--- src/rtl/kalman_alu4.sv ---
// Kalman filter step 4: state update (angle += K0*y, bias += K1*y).
// Both gain products share one 16-cycle LSB-first shift-add sequence.
module kalman_alu4 (
  input  logic        clk,
  input  logic        rst,
  input  logic        start,
  input  logic [15:0] angle_in,
  input  logic [15:0] bias_in,
  input  logic [15:0] y_in,
  input  logic [15:0] k0_in,
  input  logic [15:0] k1_in,
  output logic [15:0] angle_out,
  output logic [15:0] bias_out,
  output logic        busy,
  output logic        done
);

  typedef enum logic [1:0] {
    IDLE   = 2'd0,
    MULT   = 2'd1,
    UPDATE = 2'd2
  } state_t;

  localparam logic signed [17:0] BIAS_MAX = 18'sd32767;
  localparam logic signed [17:0] BIAS_MIN = -18'sd32768;

  state_t      state_q, state_d;
  logic [3:0]  cnt_q, cnt_d;
  logic [15:0] angle_op_q, angle_op_d;
  logic [15:0] bias_op_q, bias_op_d;
  logic [15:0] d_q, d_d;
  logic        sign_q, sign_d;
  logic [15:0] k0_q, k0_d;
  logic [15:0] k1_q, k1_d;
  logic [31:0] acc0_q, acc0_d;
  logic [31:0] acc1_q, acc1_d;
  logic [15:0] angle_out_q, angle_out_d;
  logic [15:0] bias_out_q, bias_out_d;
  logic        done_q, done_d;

  // Shift-add step: 33-bit sum keeps the carry before the right shift.
  logic [32:0] add0, add1;
  assign add0 = {1'b0, acc0_q} + {1'b0, (d_q[0] ? k0_q : 16'h0000), 16'h0000};
  assign add1 = {1'b0, acc1_q} + {1'b0, (d_q[0] ? k1_q : 16'h0000), 16'h0000};

  logic [15:0] c0, c1;
  assign c0 = acc0_q[31:16];
  assign c1 = acc1_q[31:16];

  logic [16:0] ang_sum, ang_dif;
  logic [15:0] ang_new;
  assign ang_sum = {1'b0, angle_op_q} + {1'b0, c0};
  assign ang_dif = {1'b0, angle_op_q} - {1'b0, c0};

  always_comb begin
    ang_new = '0;
    if (sign_q) ang_new = ang_dif[16] ? 16'h0000 : ang_dif[15:0];
    else        ang_new = ang_sum[16] ? 16'hFFFF : ang_sum[15:0];
  end

  logic signed [17:0] b_ext, c1_ext, b_res;
  logic [15:0]        bias_new;
  assign b_ext  = {{2{bias_op_q[15]}}, bias_op_q};
  assign c1_ext = {2'b00, c1};
  assign b_res  = sign_q ? (b_ext - c1_ext) : (b_ext + c1_ext);

  always_comb begin
    bias_new = b_res[15:0];
    if (b_res > BIAS_MAX)      bias_new = 16'h7FFF;
    else if (b_res < BIAS_MIN) bias_new = 16'h8000;
  end

  always_comb begin
    state_d     = state_q;
    cnt_d       = cnt_q;
    angle_op_d  = angle_op_q;
    bias_op_d   = bias_op_q;
    d_d         = d_q;
    sign_d      = sign_q;
    k0_d        = k0_q;
    k1_d        = k1_q;
    acc0_d      = acc0_q;
    acc1_d      = acc1_q;
    angle_out_d = angle_out_q;
    bias_out_d  = bias_out_q;
    done_d      = 1'b0;
    unique case (state_q)
      IDLE: begin
        if (start) begin
          angle_op_d = angle_in;
          bias_op_d  = bias_in;
          d_d        = {y_in[15:1], 1'b0};
          sign_d     = y_in[0];
          k0_d       = k0_in;
          k1_d       = k1_in;
          acc0_d     = '0;
          acc1_d     = '0;
          cnt_d      = '0;
          state_d    = MULT;
        end
      end
      MULT: begin
        acc0_d = add0[32:1];
        acc1_d = add1[32:1];
        d_d    = d_q >> 1;
        cnt_d  = cnt_q + 4'd1;
        if (cnt_q == 4'd15) state_d = UPDATE;
      end
      UPDATE: begin
        angle_out_d = ang_new;
        bias_out_d  = bias_new;
        done_d      = 1'b1;
        state_d     = IDLE;
      end
      default: state_d = IDLE;
    endcase
  end

  always_ff @(posedge clk) begin
    if (rst) begin
      state_q     <= IDLE;
      cnt_q       <= '0;
      angle_op_q  <= '0;
      bias_op_q   <= '0;
      d_q         <= '0;
      sign_q      <= 1'b0;
      k0_q        <= '0;
      k1_q        <= '0;
      acc0_q      <= '0;
      acc1_q      <= '0;
      angle_out_q <= '0;
      bias_out_q  <= '0;
      done_q      <= 1'b0;
    end else begin
      state_q     <= state_d;
      cnt_q       <= cnt_d;
      angle_op_q  <= angle_op_d;
      bias_op_q   <= bias_op_d;
      d_q         <= d_d;
      sign_q      <= sign_d;
      k0_q        <= k0_d;
      k1_q        <= k1_d;
      acc0_q      <= acc0_d;
      acc1_q      <= acc1_d;
      angle_out_q <= angle_out_d;
      bias_out_q  <= bias_out_d;
      done_q      <= done_d;
    end
  end

  assign angle_out = angle_out_q;
  assign bias_out  = bias_out_q;
  assign busy      = (state_q != IDLE);
  assign done      = done_q;

endmodule

--- config.mk ---
export PLATFORM = sky130hd
export DESIGN_NAME = kalman_alu4
export DESIGN_NICKNAME = d
export VERILOG_FILES = /design/src/rtl/kalman_alu4.sv
export SDC_FILE = /design/constraint.sdc
export NUM_CORES = 1
export LEC_CHECK = 0
export ABC_CLOCK_PERIOD_IN_PS = 3600
export BUFFER_PORTS_ARGS = -buffer_cell sky130_fd_sc_hd__buf_4
export CAP_MARGIN = 20
export CELL_PAD_IN_SITES_DETAIL_PLACEMENT = 1
export CELL_PAD_IN_SITES_GLOBAL_PLACEMENT = 2
export CORE_MARGIN = 10
export CORE_UTILIZATION = 30
export CTS_CLUSTER_DIAMETER = 80
export CTS_CLUSTER_SIZE = 25
export DETAILED_ROUTE_END_ITERATION = 12
export PLACE_DENSITY_LB_ADDON = 0.1
export SYNTH_ARGS = -nofsm -noshare
export SYNTH_HDL_FRONTEND = slang
export SYNTH_SLANG_ARGS = --single-unit
--- constraint.sdc ---
create_clock -name clk -period 3.6 [get_ports clk]
set_input_delay 0.36 -clock clk [delete_from_list [all_inputs] [get_ports clk]]
set_output_delay 0.36 -clock clk [all_outputs]
set_load 0.02 [all_outputs]
==> summary.md, run 1 <==
| Metric | Value |
|---|---|
| Core Util, Final | 38.5% |
| Clk slew on worst S/H paths | 60 ps |
| Total GRT Usage | 16.1% |
| I/O pins | 117 |
| Period utilization | 95.7% |
| Die ar. | 0.0398 mm2 |
| Antenna viol nets, final | 0 |
| Die span in y | 199 um |
| GRT Residual Overflow | 0 |
| Routability cong. | 0.856 |
| Post-synth top area share | 31.5% |
| Multi-input gate area | 0.00637 mm2 |
| FILL cells | 3852 |
| Count leader, synth | nand2_1 |
| Worst setup SP type | flop |
| CTS tree | yes |
| CP Cell Sequence | inv_2 > ha_4 > nand3b_1 > nor4_2 > inv_1 > nor2_2 > nor2_1 > xnor2_1 > ha_1 > and2_4 > or2_4 > a21oi_2 > buf_4 > o211a_1 > a211oi_2 > buf_4 > a21oi_4 > buf_4 > o21ai_1 > a211oi_2 |
| Layout cells sized above 1 | 21.3% |
| Vias per std cell | 4.95 |
| RR Endpoint | bias_out[6]$_SDFFE_PP0P_ |
| FF+latch count, synth | 152 |
| Outcome | finished clean |
| Vias in the first global route | 9093 |
| Num CTS Buffers | 17 |
| Critical Path Start | acc1_q[17]$_SDFFE_PP0P_ |
| Core area | 0.0316 mm2 |
| Maxcap violations | 0 |
| Syn. warnings | 0 |
| Hold Buf Count CTS | 0 |
| Drt pass-1 iters | 4 |
| Hpwl dp | 24500 um |
| First-pass GRT wire length | 51300 um |
| Port Buf Inserts | 116 |
| Cells after Synth | 1237 |
| Clock Skew | 17.8 ps |
| Worst r2r src | acc1_q[17]$_SDFFE_PP0P_ |
| P&R area growth vs syn | 26.2% |
| Final Hold Viols | 0 |
| Ranking of synthesized cells by area | dfxtp_1 (31%), ha_1 (10%), a21oi_1 (7.9%) |
| Final #Nets | 1558 |
| DRT iter0 DRCs | 449 |
| Worst R2R Setup Slack | 160 ps |
| WP data required | 3950 ps |
| Post-Syn Area | 0.00966 mm2 |
| Synth Flop Type | dfxtp_1 |
| Power Dens Cells | 369 mW/mm2 |
| Synth area leader | dfxtp_1 |
| Crit path arrival time | 3790 ps |
| Pins over their slew limit | 0 |
| Most used cell, CP | buf_4 |
| Routed WL | 32000 um |
| Site Rows | 65 |
| Most frequent cells after synthesis | nand2_1 (201), a21oi_1 (152), dfxtp_1 (152) |
| Share of synthesized registers carrying an async set or reset | 0% |
| Lkg Pwr | 5.04 nW |
| Max stage delay cell, worst path | ha_1 |
| Register area | 0.00305 mm2 |
| Final setup violation count | 0 |
| Peak supply drop | 0.333 mV |
| Syn Nets | 1406 |
| Clk_lat worst skew | 440 ps |
| # diodes | 0 |
| Min-Delay Path Class | in2reg |
| Routed WL per cell | 17.8 um |
| Setup CP Type | reg2reg |
| Register area share after synthesis | 31.5% |
| Post-synth EDFFs | 0 |
| Slew HR | 44.9% |
| Crit-path max FO | 5 |
| Min Tclk post-route | 3440 ps |
| Achievable Freq | 290 MHz |
| H-Tree Depth | 4 |
| Initial antenna violation count | 0 |
| Largest net degree at the start of global routing | 74 |
| DRC | 0 |
| Initial core utilization | 30.5% |
| Via Count | 8922 |
| Critical Path End | bias_out[6]$_SDFFE_PP0P_ |
| Syn avg cell area | 7.81 um2 |
| Worst reg-to-reg path cell count | 20 |
| Library cells used by synthesis | 70 |
| Sink Count | 152 |
| CTS max path bufs | 2 |
| Worst setup EP type | flop |
| Root Buffer | clkbuf_16 |
| Die X | 199 um |
| Max incr delay on CP | 340 ps |
| Slew @ Worst Pin | 826 ps |
| Power Total | 4.49 mW |
## cells in the final DEF (no fill, tap or decap), types with 16 or more instances in the layout
master and instances:
nand2_1 200, o21ai_1 20, clkbuf_16 18, a22oi_1 18, buf_4 192, nor2_1 101
a211oi_1 18, nand2b_1 16, and2_1 35, xnor2_1 42, dfxtp_1 149, inv_1 47
o21ai_0 45, ha_1 76, a21oi_1 149, xor2_1 30
## cell families after synthesis
group	after synthesis	synth area share (%)
xor+xnor	74	6.79
fa+ha+maj	86	11.5
buf+inv	114	4.71
mux	4	0.414
compound gates	377	25.2
flops	152	31.5
simple gates	430	19.9
## sequential cells by signal, indices dropped and copies added (netlist names)
| signal | cells |
|---|---|
| acc0_q | 16 |
| acc1_q | 16 |
| angle_op_q | 16 |
| angle_out | 16 |
| bias_op_q | 16 |
| bias_out | 16 |
| d_q | 16 |
| k0_q | 16 |
| k1_q | 16 |
| cnt_q | 4 |
| state_q | 2 |
| done | 1 |
| sign_q | 1 |
## worst min path at each step
stage,cells past startpoint,slack (ps),end,start
floorplan,2,430,k0_q[10]$_SDFFE_PP0P_,k0_q[10]$_SDFFE_PP0P_
global placement,2,440,k1_q[4]$_SDFFE_PP0P_,k1_q[4]$_SDFFE_PP0P_
detailed placement,2,440,k0_q[14]$_SDFFE_PP0P_,k0_q[14]$_SDFFE_PP0P_
CTS,2,130,d_q[2]$_SDFFE_PP0P_,rst
global route,2,160,d_q[3]$_SDFFE_PP0P_,rst
finish,2,150,d_q[2]$_SDFFE_PP0P_,rst
## report_power, final
part	internal [mW]	switching (mW)	leakage (nW)
Clock	0.926	0.812	0.272
Sequential	1.74	0.0438	1.24
Combinational	0.435	0.537	3.53
Total	3.10	1.39	5.04
## metrics by stage
stage / setup WS [ps] / hold slack [ps] / setup TNS [ps] / area [um2] / cells
after floorplan: 105 / 432 / 0 / 9660 / 1237
after global routing: -62.8 / 157 / -347 / 12200 / 1803
after global placement: 71.5 / 439 / 0 / 11300 / 1757
after detailed placement: -46.2 / 444 / -124 / 11300 / 1757
final: 156 / 146 / 0 / 12200 / 1803
after CTS: 37.2 / 133 / 0 / 11900 / 1788
## routing by layer
| layer | part of all wire [%] | GRT usage [%] | wire length, um |
|---|---|---|---|
| met1 | 53 | 23.8 | 16900 |
| met2 | 43 | 23.6 | 13600 |
| met3 | 4.1 | 2.99 | 1310 |
| met4 | 0.53 | 3.28 | 170 |
| met5 | 0 | 0 | 0 |
## critical path, delay by kind of cell, from the launching register on
kind                     cells  cell delay [ps]
buffers and inverters        5              620
adder cells (fa/ha/maj)      2              470
flip-flops                   1              320
AO/OA/AOI/OAI                6              830
AND/OR/NAND/NOR              6              980
XOR/XNOR                     1              130
## timing repair
action,in CTS,in global routing
setup endpoints to repair,8,17
hold endpoints to repair,0,0
pin swaps,0,35
setup buffers,0,14
cloned,0,2
resized for setup,2,55
## area by class of cell
| class | count | share of cell area (%) |
|---|---|---|
| tap | 402 | 4.13 |
| clock buffer | 19 | 3.71 |
| clock inverter | 12 | 0.749 |
| inverter | 49 | 1.51 |
| timing repair buffer | 198 | 12.6 |
| sequential | 152 | 25.0 |
| multi-input combinational | 971 | 52.3 |
(Power assumes the default switching activity.)
==> run 2, diff against run 1 <==
Settings changed: ABC_CLOCK_PERIOD_IN_PS 3600 to 3690.
Clock period 3.6 ns to 3.69 ns, I/O delays scaled along.
==> run 2 against run 1 <==
Combinational power fell by 11%. Final cell count is 1.4% lower. First-iteration DRC count fell by 27%. Die area stayed put. Count of clock-buffer cells in the layout down 1. Clock power rose by 12%. Sequential cell count did not move. Worst hold slack improved by 23 ps. Final area is 1.9% lower. Critical path depth down 3. Clock skew fell by 8.6 ps. Power up 1.3%.
==> summary.md, run 2 (same netlist as run 1, synthesis figures left out) <==
| Metric | Value |
|---|---|
| Root Buffer | clkbuf_16 (unchanged) |
| Total GRT Usage | 16.0% (was 16.1%) |
| Initial core utilization | 30.5% (unchanged) |
| Site Rows | 65 (unchanged) |
| Critical Path Start | acc1_q[17]$_SDFFE_PP0P_ (unchanged) |
| Slew HR | 49.7% (was 44.9%) |
| Setup CP Type | reg2reg (unchanged) |
| Min Hold Slack | 169 ps (was 146 ps) |
| Slew @ Worst Pin | 755 ps (was 826 ps) |
| Hpwl dp | 24600 um (was 24500 um) |
| Num CTS Buffers | 17 (unchanged) |
| Outcome | finished clean (unchanged) |
| Period utilization | 93.4% (was 95.7%) |
| Clk slew on worst S/H paths | 60 ps (about the same) |
| CTS max path bufs | 2 (unchanged) |
| Worst r2r src | acc1_q[17]$_SDFFE_PP0P_ (unchanged) |
| DRT iter0 DRCs | 327 (was 449) |
| Hold Buf Count CTS | 0 (unchanged) |
| H-Tree Depth | 4 (unchanged) |
| Pins over their slew limit | 0 (unchanged) |
| Worst R2R Setup Slack | 240 ps (was 160 ps) |
| Pre-CTS setup slack | -11.7 ps (was -46.2 ps) |
| Min Tclk post-route | 3450 ps (was 3440 ps) |
| Setup TNS | 0 ps (unchanged) |
| CTS tree | yes (unchanged) |
| Commonest non-fill, non-tap cells in the layout | nand2_1 (200), buf_4 (171), dfxtp_1 (151), a21oi_1 (150), nor2_1 (101) (was nand2_1 (200), buf_4 (192), a21oi_1 (149), dfxtp_1 (149), nor2_1 (101)) |
| WP data required | 4050 ps (was 3950 ps) |
| Drt pass-1 iters | 4 (unchanged) |
| Port Buf Inserts | 116 (unchanged) |
| Clk_lat worst skew | 450 ps (was 440 ps) |
| Fin worst setup slack | 245 ps (was 156 ps) |
| Hold path cells | 3 (was 2) |
| Vias per std cell | 4.97 (was 4.95) |
| Routed WL | 31700 um (was 32000 um) |
| Worst setup EP type | flop (unchanged) |
| Worst reg-to-reg path cell count | 17 (was 20) |
| Vias in the first global route | 9186 (was 9093) |
| Crit path arrival time | 3800 ps (was 3790 ps) |
| First-pass GRT wire length | 50600 um (was 51300 um) |
| Die X | 199 um (unchanged) |
| Worst setup SP type | flop (unchanged) |
| Worst Hold Launch | k0_in[13] (was rst) |
| # diodes | 0 (unchanged) |
| Peak supply drop | 0.322 mV (was 0.333 mV) |
| FILL cells | 3821 (was 3852) |
| Antenna viol nets, final | 0 (unchanged) |
| P&R area growth vs syn | 23.8% (was 26.2%) |
| Die span in y | 199 um (unchanged) |
| Final #Nets | 1534 (was 1558) |
| Core Util, Final | 37.8% (was 38.5%) |
| Maxcap violations | 0 (unchanged) |
| Lkg Pwr | 4.93 nW (was 5.04 nW) |
| Final setup violation count | 0 (unchanged) |
| Sink Count | 152 (unchanged) |
| Initial antenna violation count | 0 (unchanged) |
| GRT Residual Overflow | 0 (unchanged) |
| Crit-path max FO | 10 (was 5) |
| Via Count | 8844 (was 8922) |
| DRC | 0 (unchanged) |
| Min-Delay Path Class | in2reg (unchanged) |
| Clock Skew | 9.25 ps (was 17.8 ps) |
| Final Hold Viols | 0 (unchanged) |
| I/O pins | 117 (unchanged) |
| Power Dens Cells | 380 mW/mm2 (was 369 mW/mm2) |
| Die ar. | 0.0398 mm2 (unchanged) |
| Achievable Freq | 290 MHz (about the same) |
| Routed WL per cell | 17.8 um (about the same) |
| Commonest non-fill, non-tap cell in the layout | nand2_1 (unchanged) |
| Routability cong. | 0.838 (was 0.856) |
| Largest net degree at the start of global routing | 74 (unchanged) |
| Core area | 0.0316 mm2 (unchanged) |
| Layout cells sized above 1 | 18.6% (was 21.3%) |
-- run 2: cell count changes in the layout (fill, tap and decap cells not counted), sizes merged --
cell      delta
buf         -24
bufinv       +5
clkbuf       -1
clkinv       -1
clkinvlp     -1
inv          -3
-- run 2: where the power goes --
| part | total, mW | internal [mW] | switching [mW] |
|---|---|---|---|
| Sequential | 1.74 | 1.70 | 0.0418 |
| Clock | 1.95 | 1.19 | 0.751 |
| Combinational | 0.866 | 0.367 | 0.499 |
| Total | 4.55 | 3.26 | 1.29 |
-- run 2: worst max-delay path, cell delays in order (launching register included) --
cell and delay [ps]:
dfxtp_2 330, inv_1 90, ha_4 140, nand3b_1 110
nor4_2 280, buf_4 160, a21oi_1 60, xnor2_1 140
ha_2 400, nand3_2 130, a211oi_1 210, a211o_1 230
a21oi_1 90, a211o_1 310, a21oi_2 180, buf_6 160
o21ai_0 110, a211oi_2 230
-- run 2: worst paths after layout --
path	endpoint
worst max-delay path	bias_out[8]$_SDFFE_PP0P_
worst min-delay path	k0_q[13]$_SDFFE_PP0P_
worst max register to register	bias_out[8]$_SDFFE_PP0P_
worst min register to register	k1_q[14]$_SDFFE_PP0P_
-- run 2: repair_timing --
item                                    CTS  global route
setup buffers                             1             2
resized for setup                         0            26
endpoints found under the setup margin    9            16
pin swaps                                 1            11
gates cloned                              0             1
-- run 2: area by class of cell --
cell class	instances	area (um2)	area share [%]
Inverter	49	184	1.54
Tap cell	402	503	4.20
Clock buffer	18	429	3.59
Clock inverter	12	200	1.67
Multi-Input combinational cell	971	6260	52.3
Sequential cell	152	3040	25.4
Timing Repair Buffer	174	1340	11.2
-- run 2: per-stage QoR --
step                      area [um2]  cells  power, mW
after global placement         11200   1744       2.60
after detailed placement       11200   1744       2.61
final                          12000   1778       4.55
after CTS                      11800   1775       4.60
after floorplan                 9660   1237       2.31
after global routing           12000   1778       4.79
-- run 2: routing by layer --
| metal | up-vias | share of wire (%) | track usage, % | wire, um |
|---|---|---|---|---|
| li1 | 4558 | - | - | - |
| met1 | 4142 | 54 | 23.4 | 17100 |
| met2 | 126 | 41 | 23.2 | 13100 |
| met3 | 18 | 3.9 | 3.30 | 1230 |
| met4 | 0 | 1.0 | 4.18 | 316 |
| met5 | - | 0 | 0 | 0 |
